===== src/rtl/fabric_cfg_pkg.sv =====
// Shared types and helpers for the fabric configuration sequencer: FSM states,
// the registered status bundle and counter sizing functions.
package fabric_cfg_pkg;

    typedef enum logic [2:0] {
        ST_IDLE,
        ST_RST,
        ST_SHIFT,
        ST_RELEASE,
        ST_DONE
    } cfg_state_t;

    typedef struct packed {
        logic fabric_reset;
        logic fabric_clk_en;
        logic busy;
        logic done;
    } cfg_status_t;

    localparam int unsigned DEF_CHAIN_LEN  = 1024;
    localparam int unsigned DEF_WORD_W     = 32;
    localparam int unsigned DEF_RST_CYCLES = 4;

    // Width of a counter that must be able to hold max_val itself.
    function automatic int unsigned cnt_w(input int unsigned max_val);
        return $clog2(max_val + 1);
    endfunction

    // Number of live bits in the final bitstream word.
    function automatic int unsigned tail_bits(input int unsigned chain_len,
                                              input int unsigned word_w);
        int unsigned r;
        r = chain_len % word_w;
        return (r == 0) ? word_w : r;
    endfunction

    localparam int unsigned DEF_BIT_CNT_W = cnt_w(DEF_CHAIN_LEN);
    localparam int unsigned DEF_LEN_W     = cnt_w(DEF_WORD_W);

    function automatic cfg_status_t status_of(input cfg_state_t s);
        cfg_status_t st;
        st = '{fabric_reset: 1'b1, fabric_clk_en: 1'b0, busy: 1'b0, done: 1'b0};
        case (s)
            ST_RST, ST_SHIFT: st.busy = 1'b1;
            ST_RELEASE: begin
                st.busy         = 1'b1;
                st.fabric_reset = 1'b0;
            end
            ST_DONE: begin
                st.fabric_reset  = 1'b0;
                st.fabric_clk_en = 1'b1;
                st.done          = 1'b1;
            end
            default: ;
        endcase
        return st;
    endfunction

    localparam cfg_status_t RST_STATUS = status_of(ST_IDLE);

endpackage


===== src/rtl/cfg_word_serializer.sv =====
// Word-to-bit PISO: a load presents bit 0 on the next cycle and queues the
// remaining len-1 bits, which then drain one per clock.
module cfg_word_serializer #(
    parameter int unsigned WORD_W = 32,
    parameter int unsigned LEN_W  = 6
) (
    input  logic              clk,
    input  logic              reset_n,
    input  logic              load,
    input  logic [WORD_W-1:0] data,
    input  logic [LEN_W-1:0]  len,
    output logic              head,
    output logic              head_vld,
    output logic              empty,
    output logic              empty_nxt
);

    logic [WORD_W-1:0] sreg, sreg_nxt;
    logic [LEN_W-1:0]  rem, rem_nxt;
    logic              head_nxt, vld_nxt;

    // rem counts bits still waiting behind the one currently on head
    assign empty     = (rem == '0);
    assign empty_nxt = (rem_nxt == '0);

    always_comb begin
        sreg_nxt = sreg;
        rem_nxt  = rem;
        head_nxt = head;
        vld_nxt  = 1'b0;
        if (load) begin
            head_nxt = data[0];
            sreg_nxt = data >> 1;
            rem_nxt  = len - LEN_W'(1);
            vld_nxt  = 1'b1;
        end else if (!empty) begin
            head_nxt = sreg[0];
            sreg_nxt = sreg >> 1;
            rem_nxt  = rem - LEN_W'(1);
            vld_nxt  = 1'b1;
        end
    end

    always_ff @(posedge clk or negedge reset_n) begin
        if (!reset_n) begin
            sreg     <= '0;
            rem      <= '0;
            head     <= 1'b0;
            head_vld <= 1'b0;
        end else begin
            sreg     <= sreg_nxt;
            rem      <= rem_nxt;
            head     <= head_nxt;
            head_vld <= vld_nxt;
        end
    end

endmodule


===== src/rtl/fabric_cfg_sequencer.sv =====
// Power-up sequencer for the fabric: hold global reset, stream the bitstream
// into the configuration chain, then release reset and enable the user clock.
module fabric_cfg_sequencer
    import fabric_cfg_pkg::*;
#(
    parameter int unsigned CHAIN_LEN  = DEF_CHAIN_LEN,
    parameter int unsigned WORD_W     = DEF_WORD_W,
    parameter int unsigned RST_CYCLES = DEF_RST_CYCLES
) (
    input  logic              clk,
    input  logic              reset_n,
    input  logic              start,
    input  logic              in_valid,
    output logic              in_ready,
    input  logic [WORD_W-1:0] in_data,
    output logic              ccff_head,
    output logic              prog_en,
    output logic              fabric_reset,
    output logic              fabric_set,
    output logic              fabric_clk_en,
    output logic              busy,
    output logic              done
);

    localparam int unsigned NUM_WORDS = (CHAIN_LEN + WORD_W - 1) / WORD_W;
    localparam int unsigned BIT_CNT_W = cnt_w(CHAIN_LEN);
    localparam int unsigned WRD_CNT_W = cnt_w(NUM_WORDS);
    localparam int unsigned RST_CNT_W = cnt_w(RST_CYCLES);
    localparam int unsigned LEN_W     = cnt_w(WORD_W);

    localparam logic [BIT_CNT_W-1:0] BITS_ALL   = BIT_CNT_W'(CHAIN_LEN);
    localparam logic [WRD_CNT_W-1:0] WORDS_ALL  = WRD_CNT_W'(NUM_WORDS);
    localparam logic [WRD_CNT_W-1:0] WORDS_LAST = WRD_CNT_W'(NUM_WORDS - 1);
    localparam logic [RST_CNT_W-1:0] RST_LAST   = RST_CNT_W'(RST_CYCLES - 1);
    localparam logic [LEN_W-1:0]     LEN_FULL   = LEN_W'(WORD_W);
    localparam logic [LEN_W-1:0]     LEN_TAIL   = LEN_W'(tail_bits(CHAIN_LEN, WORD_W));

    cfg_state_t             state, state_nxt;
    cfg_status_t            status_q;
    logic [RST_CNT_W-1:0]   rst_cnt;
    logic [BIT_CNT_W-1:0]   bit_cnt;
    logic [WRD_CNT_W-1:0]   word_cnt, word_cnt_nxt;
    logic [LEN_W-1:0]       ser_len;
    logic                   load, bit_inc, ser_empty, ser_empty_nxt;
    logic                   in_ready_nxt, set_q;

    assign load    = in_valid && in_ready;
    assign bit_inc = load || !ser_empty;
    // Only the final word can be short; its upper bits never reach the chain.
    assign ser_len = (word_cnt == WORDS_LAST) ? LEN_TAIL : LEN_FULL;

    assign word_cnt_nxt = (state == ST_RST) ? '0 : word_cnt + WRD_CNT_W'(load);

    // Ready is registered, so it is derived from next-cycle serializer state;
    // rising while the last bit drains is what makes words back-to-back.
    assign in_ready_nxt = (state_nxt == ST_SHIFT) && ser_empty_nxt &&
                          (word_cnt_nxt != WORDS_ALL);

    always_comb begin
        state_nxt = state;
        case (state)
            ST_IDLE, ST_DONE: if (start) state_nxt = ST_RST;
            ST_RST:           if (rst_cnt == RST_LAST) state_nxt = ST_SHIFT;
            ST_SHIFT:         if (bit_cnt == BITS_ALL) state_nxt = ST_RELEASE;
            ST_RELEASE:       state_nxt = ST_DONE;
            default:          state_nxt = ST_IDLE;
        endcase
    end

    always_ff @(posedge clk or negedge reset_n) begin
        if (!reset_n) begin
            state    <= ST_IDLE;
            status_q <= RST_STATUS;
            rst_cnt  <= '0;
            bit_cnt  <= '0;
            word_cnt <= '0;
            in_ready <= 1'b0;
            set_q    <= 1'b0;
        end else begin
            state    <= state_nxt;
            status_q <= status_of(state_nxt);
            rst_cnt  <= (state == ST_RST) ? rst_cnt + RST_CNT_W'(1) : '0;
            bit_cnt  <= (state == ST_RST) ? '0 : bit_cnt + BIT_CNT_W'(bit_inc);
            word_cnt <= word_cnt_nxt;
            in_ready <= in_ready_nxt;
            set_q    <= 1'b0;
        end
    end

    cfg_word_serializer #(
        .WORD_W (WORD_W),
        .LEN_W  (LEN_W)
    ) u_ser (
        .clk       (clk),
        .reset_n   (reset_n),
        .load      (load),
        .data      (in_data),
        .len       (ser_len),
        .head      (ccff_head),
        .head_vld  (prog_en),
        .empty     (ser_empty),
        .empty_nxt (ser_empty_nxt)
    );

    assign fabric_reset  = status_q.fabric_reset;
    assign fabric_clk_en = status_q.fabric_clk_en;
    assign busy          = status_q.busy;
    assign done          = status_q.done;
    assign fabric_set    = set_q;

endmodule


===== config.mk =====
export PLATFORM = sky130hd
export DESIGN_NAME = fabric_cfg_sequencer
export DESIGN_NICKNAME = d
export VERILOG_FILES = /design/src/rtl/fabric_cfg_pkg.sv /design/src/rtl/cfg_word_serializer.sv /design/src/rtl/fabric_cfg_sequencer.sv
export SDC_FILE = /design/constraint.sdc
export NUM_CORES = 1
export LEC_CHECK = 0
export BUFFER_PORTS_ARGS = -buffer_cell sky130_fd_sc_hd__buf_2
export CAP_MARGIN = 20
export CORE_ASPECT_RATIO = 0.9
export CORE_MARGIN = 10
export CORE_UTILIZATION = 45
export CTS_CLUSTER_SIZE = 40
export DETAILED_ROUTE_END_ITERATION = 6
export PLACE_DENSITY = 0.76
export SYNTH_ARGS = -nofsm -noshare
export SYNTH_HDL_FRONTEND = slang
export SYNTH_HIERARCHICAL = 1
export SYNTH_SLANG_ARGS = --single-unit

===== constraint.sdc =====
create_clock -name clk -period 2.72 [get_ports clk]
set_input_delay 0.408 -clock clk [delete_from_list [all_inputs] [get_ports clk]]
set_output_delay 0.408 -clock clk [all_outputs]
set_load 0.005 [all_outputs]

# Yosys cells after proc, flatten, opt, wreduce, memory -nomap -nowiden
# Cells that the tools add are included.
[word_totals]
regBits = 67
in_bits = 36
output_inout_bits = 8
elab_cells = 57
[classes]
add_sub_neg = 4
eq_ne = 12
mux = 18
n_reduce_logical = 11
[ops]
columns = ["op", "count"]
rows = [
  ["32-bit 2-to-1 mux", 2],
  ["6-bit 2-to-1 mux", 3],
  ["3-bit by 2-bit == test with 1-bit output, second input constant", 5],
  ["6-bit logical NOT", 2],
  ["3-bit 2-to-1 mux", 4],
  ["3-bit one-hot mux with 4 select lines", 1],
  ["11-bit by 1-bit adder with 11-bit output", 1],
  ["11-bit == test, second input constant", 1],
  ["11-bit 2-to-1 mux", 1],
  ["1-bit 2-to-1 mux", 7],
  ["6-bit by 1-bit adder with 6-bit output", 1],
  ["3-bit by 1-bit == test with 1-bit output, second input constant", 2],
  ["3-bit == test, second input constant", 2],
  ["6-bit != test, second input constant", 1],
  ["6-bit by 1-bit subtractor with 6-bit output, second input constant", 1],
  ["2-bit OR reduction", 2],
  ["3-bit by 1-bit adder with 3-bit output, second input constant", 1],
  ["1-bit logical AND", 3],
  ["3-bit logical NOT", 1],
  ["3-bit OR reduction", 1],
  ["2-bit != test, second input constant", 1],
  ["1-bit logical NOT", 1],
  ["1-bit logical OR", 1],
]

# Logic depth before layout (Yosys ltp)
[logic_depth]
ltp_word = 6
depth_mapped = 13
mapped_depth_nobuf = 11

# Modules after synthesis
# The synthesis kept the hierarchy.
[modules_own_cells]
columns = ["module", "instances", "cells_per_inst", "area_each_um2"]
rows = [
  ["cfg_word_serializer", 1, 201, 1998.2],
  ["fabric_cfg_sequencer", 1, 117, 1282.5],
]

# Least setup slack after synthesis
# No wires, ideal clock.
[synth_timing]
path_type = "register to register"
from = "register u_ser.rem[2]"
to = "register bit_cnt[8]"
arrival_ns = 2.163
t_required_ns = 2.588
path_slack_ns = 0.425
stages_incl_launch_ff = 14
cell_sequence = "dfrtp_1 clkbuf_2 nor4_1 nand2_1 inv_1 buf_6 buf_6 nand2b_1 ha_1 ha_1 nand3_1 nor3_1 xnor2_1 nor2_1"
[synth_between]
elab_chain_len = 5
[synth_lines]
columns = ["item", "line_no", "text"]
rows = [
  ["start: declaration", "cfg_word_serializer.sv:19", "logic [LEN_W-1:0] rem, rem_nxt;"],
  ["start signal: assignment", "cfg_word_serializer.sv:52", "rem <= rem_nxt;"],
  ["6-bit logical NOT", "cfg_word_serializer.sv:23", "assign empty = (rem == '0);"],
  ["named net ser_empty", "fabric_cfg_sequencer.sv:44", "logic load, bit_inc, ser_empty, ser_empty_nxt;"],
  ["1-bit logical NOT", "-", ""],
  ["1-bit logical OR", "fabric_cfg_sequencer.sv:48", "assign bit_inc = load || !ser_empty;"],
  ["11-bit by 1-bit adder with 11-bit output", "fabric_cfg_sequencer.sv:83", "bit_cnt <= (state == ST_RST) ? '0 : bit_cnt + BIT_CNT_W'(bit_inc);"],
  ["11-bit 2-to-1 mux", "fabric_cfg_sequencer.sv:83", ""],
  ["end signal: assignment", "fabric_cfg_sequencer.sv:83", ""],
  ["end: declaration", "fabric_cfg_sequencer.sv:41", "logic [BIT_CNT_W-1:0] bit_cnt;"],
]
# The timed path passes the listed nets, and every way through them passes these cells.
# A chain may end at the register's enable or synchronous reset.

# Worst setup path in the final report
[layout_timing]
from = "register u_ser.rem[4]"
to = "register bit_cnt[10]"
# The elaborated chain is that of the path after synthesis.

==> run_results.csv <==
group,metric,value,unit
status,outcome,"complete, no violations",
sta,tightest_slew,0.705,ns
worst_setup_path,rrSetupSlack,0.46,ns
worst_setup_path,reg2reg_from,"u_ser/rem[4]",
sta,fin_tns_setup,0,ns
run,drv_cap,0,
worst_setup_path,r2r-end,"bit_cnt[10]",
worst_setup_path,endpoint,"bit_cnt[10]",
worst_setup_path,cp_max_fo,5,
synthesis,ys_warn_count,6,
worst_setup_path,crit_start,"u_ser/rem[4]",
routing,ant_nets,0,
worst_setup_path,startpoint_type,"flop",
floorplan,die-area,11100,sq um
synthesis,ys_ff_latch,66,
final_layout,multi_input_area,1550,sq um
synthesis,avgSynthCellArea,10.3,sq um
synthesis,synthArstFlopShare,1.00,
routing,avgViaCountPerCell,4.90,
synthesis,seq_area_frac_synth,0.504,
synthesis,synth_cells,318,
final_layout,nFillCells,638,
final_layout,seq_area,1650,sq um
sta,period_needed,2.26,ns
power_and_ir_drop,power_leakage,1.69,nW
clocking,clk_pin_slew,0.08,ns
floorplan,ios,44,
worst_setup_path,required,2.94,ns
clocking,clockBufferDepth,2,
sta,final_max_slew_viol_count,0,
final_layout,layout.cells.non_filler,475,
sta,fin_skew,0.0109,ns
final_layout,antenna_cells,0,
sta,max_freq,0.443,GHz
clocking,hold_buffers,0,
power_and_ir_drop,ir_drop,282,uV
synthesis,synth_top_area_share,0.496,
routing,drc,0,
sta,hold_viol,0,
placed_design,hpwlAfterDp,4.48,mm
sta,timing.final.crit_share,0.831,
routing,routedWlPerCell,13.2,um
floorplan,fp-row-count,29,
worst_setup_path,worstPathArrival,2.48,ns
clocking,cts_resized,0,
global_route,gr-usage-all-layers,0.119,
synthesis,ys_types,46,
floorplan,core-area,7080,sq um
synthesis,ys.flop_type,"dfrtp_1",
global_route,grt_pass1_wl,10.7,mm
global_route,grt.overflow.total,0,
global_route,grt_max_degree,66,
synthesis,yosysTopAreaCell,"dfrtp_1",
synthesis,synth_edf_count,0,
sta,rsz0062_at_grt,"false",
routing,firstDrtPassIters,4,
routing,via_count,2328,
worst_setup_path,crit_path_end_kind,"flop",
clocking,cts_made_buffers,9,
worst_setup_path,worstSetupPathType,"reg -> reg",
placed_design,portBuffers,42,
routing,drt-total-wl,6.27,mm
sta,setup_violations,0,
final_layout,area_delta_synth_final,16.0,%
synthesis,netlist_area,3280,sq um
routing,dr.first_iter.drc_count,194,
worst_setup_path,r2r_cells,10,
final_layout,layout_common_cells,"65 x dfrtp_1, 46 x nand2_1, 42 x buf_2, 36 x o21ai_0, 32 x mux2i_1",
power_and_ir_drop,p_per_area,492,nW/um^2
clocking,root_buffer,"clkbuf_8",
clocking,ctsHtreeMaxLevel,3,
floorplan,initial_core_util,0.464,
synthesis,synth_area_leaders,"dfrtp_1 50%, mux2i_1 9.8%, o21ai_0 5.5%, nand2_1 5.3%, ha_1 3.4%",
placed_design,dp.cells,459,
clocking,clock_latency,0.34,ns
final_layout,nets,422,
placed_design,gp_congestion,0.810,
clocking,cts_tree,"built",
global_route,first_global_vias,2324,
min_path,hold_class,"in -> async",
clocking,cts_setup_buffers,0,
floorplan,die_h,101,um
final_layout,final_common_cell,"dfrtp_1",
final_layout,drive_gt1_frac,0.178,
clocking,cts_sinks,66,
global_route,antenna_found_initial,0,
sta,slew_headroom,0.530,
floorplan,dieWidth,110,um
-- routing by layer --
metal	part of all wire	wire, um	track usage
met4	0.012	75	0.0440
met3	0.053	334	0.0416
met1	0.46	2860	0.148
met2	0.48	3010	0.184
met5	0	0	0
-- final cells by class --
type	count	area share
sequential	66	0.434
timing repair buffer	46	0.0664
tap	93	0.0306
clock buffer	10	0.0362
clock inverter	6	0.0171
multi-input combinational	246	0.408
inverter	8	0.00789
-- worst max-delay path, stage by stage, from the launching register on --
cell and delay [ns]:
dfrtp_1 0.44, nor4_1 0.45, nand2_1 0.18, clkinv_1 0.13
nand2b_1 0.07, ha_1 0.21, ha_1 0.21, nand3_1 0.18
nor3_1 0.10, xnor2_1 0.14, nor2_1 0.05
-- cells by family (layout without fill, tap and decap cells) --
group,count (synthesis),count (layout),synth area share
AOI/OAI and AO/OA,59,59,0.105
xor gates and xnor gates,18,18,0.0481
adders and majority gates,9,9,0.0343
buffers and inverters,26,70,0.0465
DFF,66,66,0.504
muxes,32,32,0.0976
other,2,22,0.00229
and+or+nand+nor,106,106,0.162
-- through the flow --
stage | cell area, sq um | power [mW] | hold slack (ns) | util | setup WS, ns
floorplan | 3360 | 1.01 | 0.112 | - | 0.425
global placement | 3600 | 1.06 | 0.422 | 0.509 | 0.466
detailed placement | 3600 | 1.06 | 0.433 | 0.509 | 0.364
CTS | 3810 | 1.90 | 0.130 | 0.538 | 0.453
global route | 3810 | 1.95 | 0.160 | 0.538 | 0.184
finish | 3810 | 1.87 | 0.119 | 0.538 | 0.461
-- Yosys cell counts, types with 3 or more instances --
| cell type | number |
|---|---|
| a21oi_1 | 7 |
| and2_1 | 3 |
| buf_6 | 6 |
| clkbuf_1 | 7 |
| dfrtp_1 | 65 |
| ha_1 | 9 |
| inv_1 | 8 |
| mux2i_1 | 32 |
| nand2_1 | 46 |
| nand2b_1 | 3 |
| nand3_1 | 3 |
| nand4_1 | 4 |
| nor2_1 | 17 |
| nor2b_1 | 8 |
| nor3_1 | 4 |
| nor4_1 | 4 |
| o21ai_0 | 36 |
| o31ai_1 | 4 |
| xnor2_1 | 9 |
| xor2_1 | 9 |
-- where the power goes --
| part | switching (mW) | leakage (nW) | internal [mW] | total, mW |
|---|---|---|---|---|
| Clock | 0.384 | 0.103 | 0.450 | 0.834 |
| Sequential | 0 | 0.869 | 0.981 | 0.981 |
| Combinational | 0.0344 | 0.723 | 0.0244 | 0.0588 |
| Total | 0.418 | 1.69 | 1.45 | 1.87 |
-- how the worst min path moves through the flow --
| stage | startpoint | to | slack [ns] | cells past startpoint |
|---|---|---|---|---|
| 2_1_floorplan | reset_n | bit_cnt[0] | 0.11 | 0 |
| 5_1_grt | reset_n | rst_cnt[2] | 0.16 | 1 |
| 6_report | reset_n | bit_cnt[4] | 0.12 | 1 |
| 4_1_cts | reset_n | bit_cnt[4] | 0.13 | 1 |
| 3_3_place_gp | rst_cnt[0] | rst_cnt[0] | 0.42 | 1 |
| 3_5_place_dp | rst_cnt[0] | rst_cnt[0] | 0.43 | 1 |
-- flip-flops by register name, summed over array words and instances (netlist names), 3 cells and up --
| name | flops |
|---|---|
| bit_cnt | 11 |
| rst_cnt | 3 |
| state | 3 |
| u_ser/rem | 6 |
| u_ser/sreg | 31 |
| word_cnt | 6 |
(Power assumes the default switching activity.)
